`src/rtl/rand_arb_pkg.sv`:
```
// Shared types and helpers for the random-delay round-robin arbiter.
// Holds the FSM state encoding, the LFSR reset seed and the LFSR
// next-state function used by rand_lfsr8.
package rand_arb_pkg;

    typedef enum logic [1:0] {
        IDLE  = 2'd0,
        STEP  = 2'd1,
        GRANT = 2'd2
    } state_e;

    localparam logic [7:0] LFSR_RESET = 8'hFF;

    // One shift of the 8-bit Fibonacci LFSR (taps 4,3,2,0 feed the MSB).
    function automatic logic [7:0] lfsr_next(input logic [7:0] s);
        return {s[4] ^ s[3] ^ s[2] ^ s[0], s[7:1]};
    endfunction

endpackage

```
`src/rtl/rand_lfsr8.sv`:
```
// 8-bit LFSR with synchronous reset to LFSR_RESET, a parallel load and a
// single-shift step enable. Load wins over step.
module rand_lfsr8 (
    input  logic       clk,
    input  logic       rst,
    input  logic       step,
    input  logic       load,
    input  logic [7:0] load_data,
    output logic [7:0] q
);
    import rand_arb_pkg::*;

    logic [7:0] s_q, s_d;

    // Next LFSR value: parallel load, one shift, or hold.
    always_comb begin
        s_d = s_q;
        if (load) begin
            s_d = load_data;
        end else if (step) begin
            s_d = lfsr_next(s_q);
        end
    end

    // LFSR register.
    always_ff @(posedge clk) begin
        if (rst) begin
            s_q <= LFSR_RESET;
        end else begin
            s_q <= s_d;
        end
    end

    assign q = s_q;

endmodule

```
`src/rtl/rand_arbiter.sv`:
```
// Round-robin arbiter that delays every grant by a fixed number of LFSR
// shifts and hands the resulting random byte to the granted requester.
// Optional runtime seeding of the LFSR is enabled by defining
// RAND_ARBITER_SEED_LOAD_EN (adds seed_valid/seed_data/seed_ready).
module rand_arbiter #(
    parameter int NREQ  = 4,
    parameter int STEPS = 8
) (
    input  logic            clk,
    input  logic            rst,
    input  logic [NREQ-1:0] req,
    output logic [NREQ-1:0] gnt,
    output logic [7:0]      rnd_data,
    output logic            rnd_valid,
    output logic            busy
`ifdef RAND_ARBITER_SEED_LOAD_EN
    ,
    input  logic            seed_valid,
    input  logic [7:0]      seed_data,
    output logic            seed_ready
`endif
);
    import rand_arb_pkg::*;

    localparam int              IDX_W     = (NREQ > 1) ? $clog2(NREQ) : 1;
    localparam logic [7:0]      LAST_STEP = 8'(STEPS - 1);
    localparam logic [IDX_W-1:0] LAST_IDX = IDX_W'(NREQ - 1);
    localparam logic [NREQ-1:0] ONE_HOT0  = {{(NREQ-1){1'b0}}, 1'b1};

    state_e            state_q, state_d;
    logic [IDX_W-1:0]  ptr_q, ptr_d;
    logic [IDX_W-1:0]  win_q, win_d;
    logic [7:0]        cnt_q, cnt_d;
    logic [NREQ-1:0]   gnt_q, gnt_d;
    logic [7:0]        data_q, data_d;
    logic              valid_q, valid_d;

    logic [IDX_W-1:0]  rr_idx;
    logic [IDX_W-1:0]  rr_pick;
    logic              rr_found;

    logic              lfsr_step;
    logic              lfsr_load;
    logic [7:0]        lfsr_load_data;
    logic [7:0]        lfsr_q;

    rand_lfsr8 u_lfsr (
        .clk       (clk),
        .rst       (rst),
        .step      (lfsr_step),
        .load      (lfsr_load),
        .load_data (lfsr_load_data),
        .q         (lfsr_q)
    );

`ifdef RAND_ARBITER_SEED_LOAD_EN
    // Seeds are only accepted while idle; a zero seed would lock the LFSR,
    // so it is replaced by the reset value.
    always_comb begin
        seed_ready     = (state_q == IDLE);
        lfsr_load      = seed_valid && seed_ready;
        lfsr_load_data = (seed_data == 8'h00) ? LFSR_RESET : seed_data;
    end
`else
    // Without runtime seeding the LFSR is only ever seeded by reset.
    always_comb begin
        lfsr_load      = 1'b0;
        lfsr_load_data = LFSR_RESET;
    end
`endif

    // Round-robin search: first set request at or above ptr, wrapping.
    always_comb begin
        rr_pick  = ptr_q;
        rr_found = 1'b0;
        rr_idx   = ptr_q;
        for (int i = 0; i < NREQ; i++) begin
            rr_idx = IDX_W'((int'(ptr_q) + i) % NREQ);
            if (!rr_found && req[rr_idx]) begin
                rr_found = 1'b1;
                rr_pick  = rr_idx;
            end
        end
    end

    // FSM next state and registered-output next values.
    always_comb begin
        state_d   = state_q;
        ptr_d     = ptr_q;
        win_d     = win_q;
        cnt_d     = cnt_q;
        gnt_d     = '0;
        valid_d   = 1'b0;
        data_d    = data_q;
        lfsr_step = 1'b0;
        case (state_q)
            IDLE: begin
                if (rr_found) begin
                    win_d   = rr_pick;
                    cnt_d   = 8'd0;
                    state_d = STEP;
                end
            end
            STEP: begin
                lfsr_step = 1'b1;
                cnt_d     = cnt_q + 8'd1;
                if (cnt_q == LAST_STEP) begin
                    state_d = GRANT;
                end
            end
            GRANT: begin
                state_d = IDLE;
                // A requester that gave up while waiting gets nothing and
                // keeps its round-robin position.
                if (req[win_q]) begin
                    gnt_d   = ONE_HOT0 << win_q;
                    valid_d = 1'b1;
                    data_d  = lfsr_q;
                    ptr_d   = (win_q == LAST_IDX) ? '0 : win_q + 1'b1;
                end
            end
            default: begin
                state_d = IDLE;
            end
        endcase
    end

    // State and output registers; reset aborts any sequence in flight.
    always_ff @(posedge clk) begin
        if (rst) begin
            state_q <= IDLE;
            ptr_q   <= '0;
            win_q   <= '0;
            cnt_q   <= 8'd0;
            gnt_q   <= '0;
            valid_q <= 1'b0;
            data_q  <= 8'h00;
        end else begin
            state_q <= state_d;
            ptr_q   <= ptr_d;
            win_q   <= win_d;
            cnt_q   <= cnt_d;
            gnt_q   <= gnt_d;
            valid_q <= valid_d;
            data_q  <= data_d;
        end
    end

    assign gnt       = gnt_q;
    assign rnd_valid = valid_q;
    assign rnd_data  = data_q;
    assign busy      = (state_q != IDLE);

endmodule

```
`config.mk`:
```
export PLATFORM = sky130hd
export DESIGN_NAME = rand_arbiter
export DESIGN_NICKNAME = d
export VERILOG_FILES = /design/src/rtl/rand_arb_pkg.sv /design/src/rtl/rand_lfsr8.sv /design/src/rtl/rand_arbiter.sv
export SDC_FILE = /design/constraint.sdc
export NUM_CORES = 1
export LEC_CHECK = 0
export ABC_AREA = 1
export BUFFER_PORTS_ARGS = -buffer_cell sky130_fd_sc_hd__buf_2
export CAP_MARGIN = 10
export CORE_MARGIN = 2
export CORE_UTILIZATION = 55
export CTS_CLUSTER_DIAMETER = 100
export DETAILED_ROUTE_END_ITERATION = 6
export PLACE_DENSITY = 0.76
export SETUP_SLACK_MARGIN = 0.5
export SYNTH_ARGS = -nofsm -noshare
export SYNTH_HDL_FRONTEND = slang
export SYNTH_SLANG_ARGS = --single-unit
```
`constraint.sdc`:
```
create_clock -name clk -period 2.6 [get_ports clk]
set_clock_uncertainty 0.05 [all_clocks]
set_input_delay 0.52 -clock clk [delete_from_list [all_inputs] [get_ports clk]]
set_output_delay 0.52 -clock clk [all_outputs]
set_load 0.01 [all_outputs]
```
Yosys cells after proc, flatten, opt, wreduce, memory -nomap -nowiden
Cells that the tools add are included.
- flip-flop bits (word level): 35
- output and inout port bits: 14
- logic and storage cells: 70
- add/sub/neg operators: 5
- $lt $le $gt $ge: 5
- equal/unequal tests: 6
- shift operators: 1
- muxes and demuxes: 25
- bitwise gates (word level): 5
- reduce and logical (&&, ||, !) cells: 15
- operators with widths (cell ; number):
    $pmux W8 S2 ; 1
    $lt A2 B3 Y1 const B ; 5
    $mux W2 ; 6
    $mux W1 ; 11
    $bmux W1 S2 ; 5
    $add A8 B1 Y8 const B ; 1
    $eq A8 B3 Y1 const B ; 1
    $mux W8 ; 1
    $reduce_and A2 Y1 ; 4
    $add A2 B1 Y2 const B ; 2
    $add A2 B2 Y2 const B ; 2
    $eq A2 B2 Y1 const B ; 2
    $ne A2 B2 Y1 const B ; 2
    $pmux W2 S2 ; 1
    $reduce_bool A2 Y1 ; 2
    $shl A1 B2 Y4 const A ; 1
    $logic_and A1 B1 Y1 ; 3
    $logic_not A1 Y1 ; 3
    $reduce_or A3 Y1 ; 1
    $xor A1 B1 Y1 ; 3
    $eq A2 B1 Y1 const B ; 1
    $logic_not A2 Y1 ; 1
    $not A1 Y1 ; 2
    $reduce_or A2 Y1 ; 1

Longest topological paths before layout
Gate-level depths: netlist of run 1.
- word-level depth: 14
- gate-level depth with buffers: 13

Hierarchy
Synthesis of run 1 repeated with hierarchy kept, for this count alone.
- cells, all modules: 269
- area, all modules: 1833.0 sq um
- by module, submodules not included (module ; times used ; cells an instance ; area an instance (sq um)):
    rand_arbiter ; 1 ; 210 ; 1423.9
    rand_lfsr8 ; 1 ; 59 ; 409.1

Worst setup path after synthesis of run 1
No wires, ideal clock.
- path type: input to register
- from: in req[2]
- to: reg ptr_q[0]
- data arrival time: 1.304 ns
- slack: 1.117 ns
- stages: 8
- cells stage by stage: inv_1 -> a21oi_1 -> o21ai_0 -> nand2_2 -> nand2_1 -> buf_2 -> nand3_1 -> o41ai_1
- word-level cells in the longest chain between the ends: 3
- RTL lines (element ; line ; source):
    start, declared ; rand_arbiter.sv:11 ; input logic [NREQ-1:0] req,
    $bmux W1 S2 ; rand_arbiter.sv:115 ; if (req[win_q]) begin
    $mux W1 (not written as such) ; rand_arbiter.sv:115 ;
    $reduce_and A2 Y1 (no line) ; n/a ;
    end signal, assigned ; rand_arbiter.sv:140 ; ptr_q <= ptr_d;
    end, declared ; rand_arbiter.sv:31 ; logic [IDX_W-1:0] ptr_q, ptr_d;
Every way passes these cells. The select of a mux whose other input is x is not followed.
A chain may end at the register's enable or synchronous reset.

Worst setup path after layout of run 1
- from: reg win_q[0]
- to: reg gnt_q[0] (netlist: gnt[0])
- word-level cells in the longest chain between the ends: 4
- RTL lines (element ; line ; source):
    start, declared ; rand_arbiter.sv:32 ; logic [IDX_W-1:0] win_q, win_d;
    start signal, assigned ; rand_arbiter.sv:141 ; win_q <= win_d;
    $bmux W1 S2 ; rand_arbiter.sv:115 ;
    $mux W1 (not written as such) ; rand_arbiter.sv:115 ;
    $not A1 Y1 (no line) ; n/a ;
    $reduce_or A3 Y1 (no line) ; n/a ;
    end signal, assigned ; rand_arbiter.sv:143 ; gnt_q <= gnt_d;
    end, declared ; rand_arbiter.sv:34 ; logic [NREQ-1:0] gnt_q, gnt_d;
Several ways; a longest one is shown, not always the timed one. The select of a mux whose other input is x is not followed.

==> results of run 1 <==
critical path: stages, from the launching register on:
cell     delay [ps]
dfxtp_1         460
inv_1           150
a21oi_1         130
o21ai_0         120
nand2_2         160
nand2_1         270
nor2_1          260
nand2_1         100
nor2_1          100
worst paths after layout:
check / start / depth (start not counted) / slack (ps) / end
max: win_q[0] / 8 / 740 / gnt[0]
min: rnd_data[5] / 2 / 420 / rnd_data[5]
max reg2reg: win_q[0] / 8 / 740 / gnt[0]
min reg2reg: rnd_data[5] / 2 / 420 / rnd_data[5]
area by class of cell:
| cell class | instances | area [um^2] | share of cell area [%] |
|---|---|---|---|
| Multi-Input combinational cell | 182 | 857 | 46.3 |
| Sequential cell | 35 | 701 | 37.9 |
| Timing Repair Buffer | 21 | 110 | 5.95 |
| Inverter | 23 | 86.3 | 4.67 |
| Clock buffer | 6 | 41.3 | 2.23 |
| Tap cell | 33 | 41.3 | 2.23 |
| Clock inverter | 2 | 12.5 | 0.677 |
synthesized netlist by cell type (all sizes together):
cell type	n
nand3b	1
dfxtp	35
buf	5
nor2	14
clkbuf	4
nand4	1
nor3	4
nand2	81
xor2	2
o21ai	12
nand3	39
o41ai	1
inv	23
o211ai	2
ha	2
xnor2	2
a21oi	21
routing by layer:
| metal | track usage [%] | up-vias | wire length (um) |
|---|---|---|---|
| li1 | - | 850 | - |
| met1 | 27.4 | 702 | 1630 |
| met2 | 36.4 | 37 | 1610 |
| met3 | 6.33 | 9 | 177 |
| met4 | 8.89 | 0 | 76 |
| met5 | 0 | - | 0 |
registers in the layout (all words and copies together) (netlist names):
register	flops
cnt_q	8
rnd_data	8
u_lfsr.q	8
gnt	4
ptr_q	2
state_q	2
win_q	2
rnd_valid	1
kinds of logic after synthesis:
group	Yosys count	synth area share (%)
compound gates	36	11.1
xor+xnor	4	2.06
fa+ha+maj	2	1.47
buf+inv	32	8.32
flops	35	41.2
simple gates	140	35.8
through the flow:
step           instance area, um^2  cells
6_report                      1850    302
5_1_grt                       1850    302
4_1_cts                       1850    302
3_5_place_dp                  1800    294
3_3_place_gp                  1800    294
2_1_floorplan                 1700    249
cells in the final DEF (no fill, tap or decap), drive strengths merged:
cell	n
xor2	2
nand3	39
clkbuf	6
nand2	81
clkinvlp	1
dfxtp	35
nor2	14
clkinv	1
inv	23
nor3	4
nand3b	1
buf	21
o211ai	2
xnor2	2
a21oi	21
o21ai	12
nand4	1
ha	2
o41ai	1
where the power goes:
| part | internal (mW) | total [mW] | switching [mW] |
|---|---|---|---|
| logic | 0.0391 | 0.114 | 0.0748 |
| registers | 0.554 | 0.573 | 0.0185 |
| clock network | 0.104 | 0.287 | 0.182 |
==> reports/qor.yml, run 1 <==
status: "completed"
worstPathRequired_ps: 2830
cap_violations: 0
synth_cells: 249
syn-num-nets: 257
synth_area_leaders: "dfxtp_1 (41%), nand2_1 (17%), nand3_1 (11%)"
rsz0062_at_grt: "false"
postRouteAntennaNets: 0
synth_area_um2: 1700
crit_type: "reg -> reg"
hp-class: "reg -> reg"
powerDensity_nw_per_um2: 526
hold_viol: 0
cts_made_buffers: 5
cts-root-buf: "clkbuf_4"
yosys.area.top_type: "dfxtp_1"
grt_max_degree: 22
row_count: 20
n_fill_cell: 291
clk_pin_slew_ps: 110
die_x_um: 59.6
tightestPinTransition_ps: 533
postCtsHoldBufs: 0
min_period_over_period_pct: 71.5
crit_path_end_kind: "flip-flop"
fin_util_pct: 61.6
wl_um: 3490
drt-initial-drc-count: 64
insertion_delay_ps: 340
startpoint_type: "flip-flop"
hold_ws_ps: 416
start_util_pct: 56.6
post_cts_resized: 0
post_cts_buffers: 0
wl_per_cell_um: 11.6
cts_tree: "done"
slew_headroom_pct: 64.3
fmax_mhz: 538
min_period_ps: 1860
vias: 1598
port_buffers: 19
synth_cell_types: 24
arrival_ps: 2090
drive_gt1_share_pct: 13.4
dr.pass1.iters: 4
ys_ff_latch: 35
tns_ps: 0
dp.final_hpwl_um: 2500
fin_ws_ps: 741
power_mw: 0.973
ios: 20
gp_congestion: 0.829
area_growth_pct: 8.84
p_leak_nw: 0.845
syn-mean-instance-area_um2: 6.82
gr-total-overflow: 0
nets: 276
yosysWarnings: 0
pre_cts_ws_ps: 690
antenna_found_initial: 0
h-tree-depth: 2
synth_top_area_share_pct: 41.2
ys_seq_area_share_pct: 41.2
cts_buffer_depth: 2
drc_errors: 0
ir_drop_mv: 0.323
grt_pass1_wl_um: 5990
clkSinkCount: 35
via_per_inst: 5.29
die-area_um2: 3550
diodes: 0
crit_path_max_fanout: 13
grt_pass1_vias: 1439
die_y_um: 59.6
grt_use_total_pct: 22.2
core-area_um2: 3000
maxSlewViolCount: 0
setup_viol: 0
Power figures use the tool's default switching activity.
==> inputs of run 2 (changes only) <==
CORE_UTILIZATION = 51   (was 55)
PLACE_DENSITY = 0.74   (was 0.76)
clock period = 1.7 ns   (was 2.6 ns; I/O delays follow)
==> reports/qor.yml, run 2 (synthesis gave the netlist of run 1 again) <==
status: "completed"
dp.final_hpwl_um: 2470
path_cells: "inv_6 > nand2_2 > nand2_2 > nand2_2 > nand2_4 > nor2_4 > nand3_2 > nand2_4 > nand3_1 > a21oi_1"
port_buffers: 19
die-area_um2: 3810
slew_headroom_pct: 72.8
clkSinkCount: 35
crit_type: "reg -> reg"
r2r_end: "cnt_q[7]"
insertion_delay_ps: 330
crit_top_cell: "nand2_2"
hold_viol: 0
hold_ws_ps: 393
hold_path_depth: 3
arrival_ps: 1750
die_y_um: 61.7
gp_congestion: 0.919
area_growth_pct: 33.9
row_count: 20
nets: 298
drive_gt1_share_pct: 37.8
ir_drop_mv: 0.642
drt-initial-drc-count: 145
worstPathRequired_ps: 1910
fmax_mhz: 650
core-area_um2: 3100
postRouteAntennaNets: 0
cts-root-buf: "clkbuf_4"
cap_violations: 0
grt_pass1_vias: 1489
whs_endpoint: "rnd_data[5]"
r2r-start: "ptr_q[0]"
tns_ps: 0
slowest_stage: "dfxtp_4"
postCtsHoldBufs: 0
diodes: 0
cpPeakStageDelay_ps: 420
powerDensity_nw_per_um2: 682
cts_tree: "done"
drc_errors: 0
grt_max_degree: 21
cts_buffer_depth: 2
die_x_um: 61.7
maxSlewViolCount: 0
grt_use_total_pct: 22.8
p_leak_nw: 0.996
holdCritStartpoint: "rst"
crit_path_max_fanout: 12
dr.pass1.iters: 4
final_common_cell: "nand2_1"
startpoint_type: "flip-flop"
antenna_found_initial: 0
grt_pass1_wl_um: 6470
tightestPinTransition_ps: 408
hp-class: "in -> reg"
start_util_pct: 54.8
clk_pin_slew_ps: 100
crit_path_end_kind: "flip-flop"
gr-total-overflow: 0
via_per_inst: 5.37
r2r_slack_ps: 160
vias: 1800
h-tree-depth: 2
ios: 20
wl_um: 4330
rsz0062_at_grt: "true"
layout_common_cells: "nand2_1 (64), nand3_1 (31), buf_4 (20)"
cts_made_buffers: 5
setup_viol: 0
reg2reg_depth: 10
min_period_over_period_pct: 90.6
min_period_ps: 1540
wl_per_cell_um: 12.9
## run 2: cell count changes in the layout (fill, tap and decap cells not counted), sizes merged
cell	delta
buf	+20
nand2	+2
clkbuf	+1
inv	-1
## run 2: critical path: cells and delay by family (launching register included)
family                 cells  cell delay [ps]
buffers and inverters      1               70
AND/OR/NAND/NOR            8              790
AO/OA/AOI/OAI              1              140
flip-flops                 1              420
## run 2: worst max-delay path by stage
stage,start,end,slack (ps),depth (start not counted)
2_1_floorplan,ptr_q[0],win_q[0],320,13
3_5_place_dp,req[1],win_q[1],110,11
6_report,ptr_q[0],cnt_q[7],160,10
5_1_grt,ptr_q[0],cnt_q[7],40,10
3_3_place_gp,req[1],win_q[1],140,11
4_1_cts,ptr_q[0],win_q[0],220,12
## run 2: area by class of cell
type / instances / area, um^2
Inverter: 23 / 100
Multi-Input combinational cell: 184 / 1010
Sequential cell: 35 / 733
Fill cell: 265 / 827
Timing Repair Buffer: 41 / 330
Tap cell: 44 / 55.1
Clock buffer: 7 / 45.0
Clock inverter: 1 / 5.00
## run 2: power breakdown
group          leakage [nW]  switching [mW]  internal [mW]  total, mW
logic                 0.672           0.149         0.0994      0.248
clock network        0.0293           0.266          0.161      0.427
registers             0.294          0.0321          0.846      0.878
total                 0.996           0.447           1.11       1.55
## run 2: timing repair
item,4_1_cts,5_1_grt
pin swaps,9,16
cloned,1,1
gates resized for setup,27,48
buffers inserted,10,7
endpoints found under the setup margin,30,47
## run 2: stage by stage
stage	util, %	worst slack, ps	instance area (um^2)	total power [mW]	instances
2_1_floorplan	-	315	1720	1.03	249
3_3_place_gp	59.4	136	1840	1.08	308
3_5_place_dp	59.4	114	1840	1.08	308
4_1_cts	66.0	218	2050	1.53	327
5_1_grt	73.3	44.7	2280	1.64	335
6_report	73.3	161	2280	1.55	335
## run 2: per-layer routing
| metal | wire length, um | vias up | track usage (%) |
|---|---|---|---|
| li1 | - | 894 | - |
| met1 | 1820 | 849 | 27.7 |
| met2 | 2210 | 47 | 39.1 |
| met3 | 188 | 10 | 5.59 |
| met4 | 121 | 0 | 8.21 |
| met5 | 0 | - | 0 |
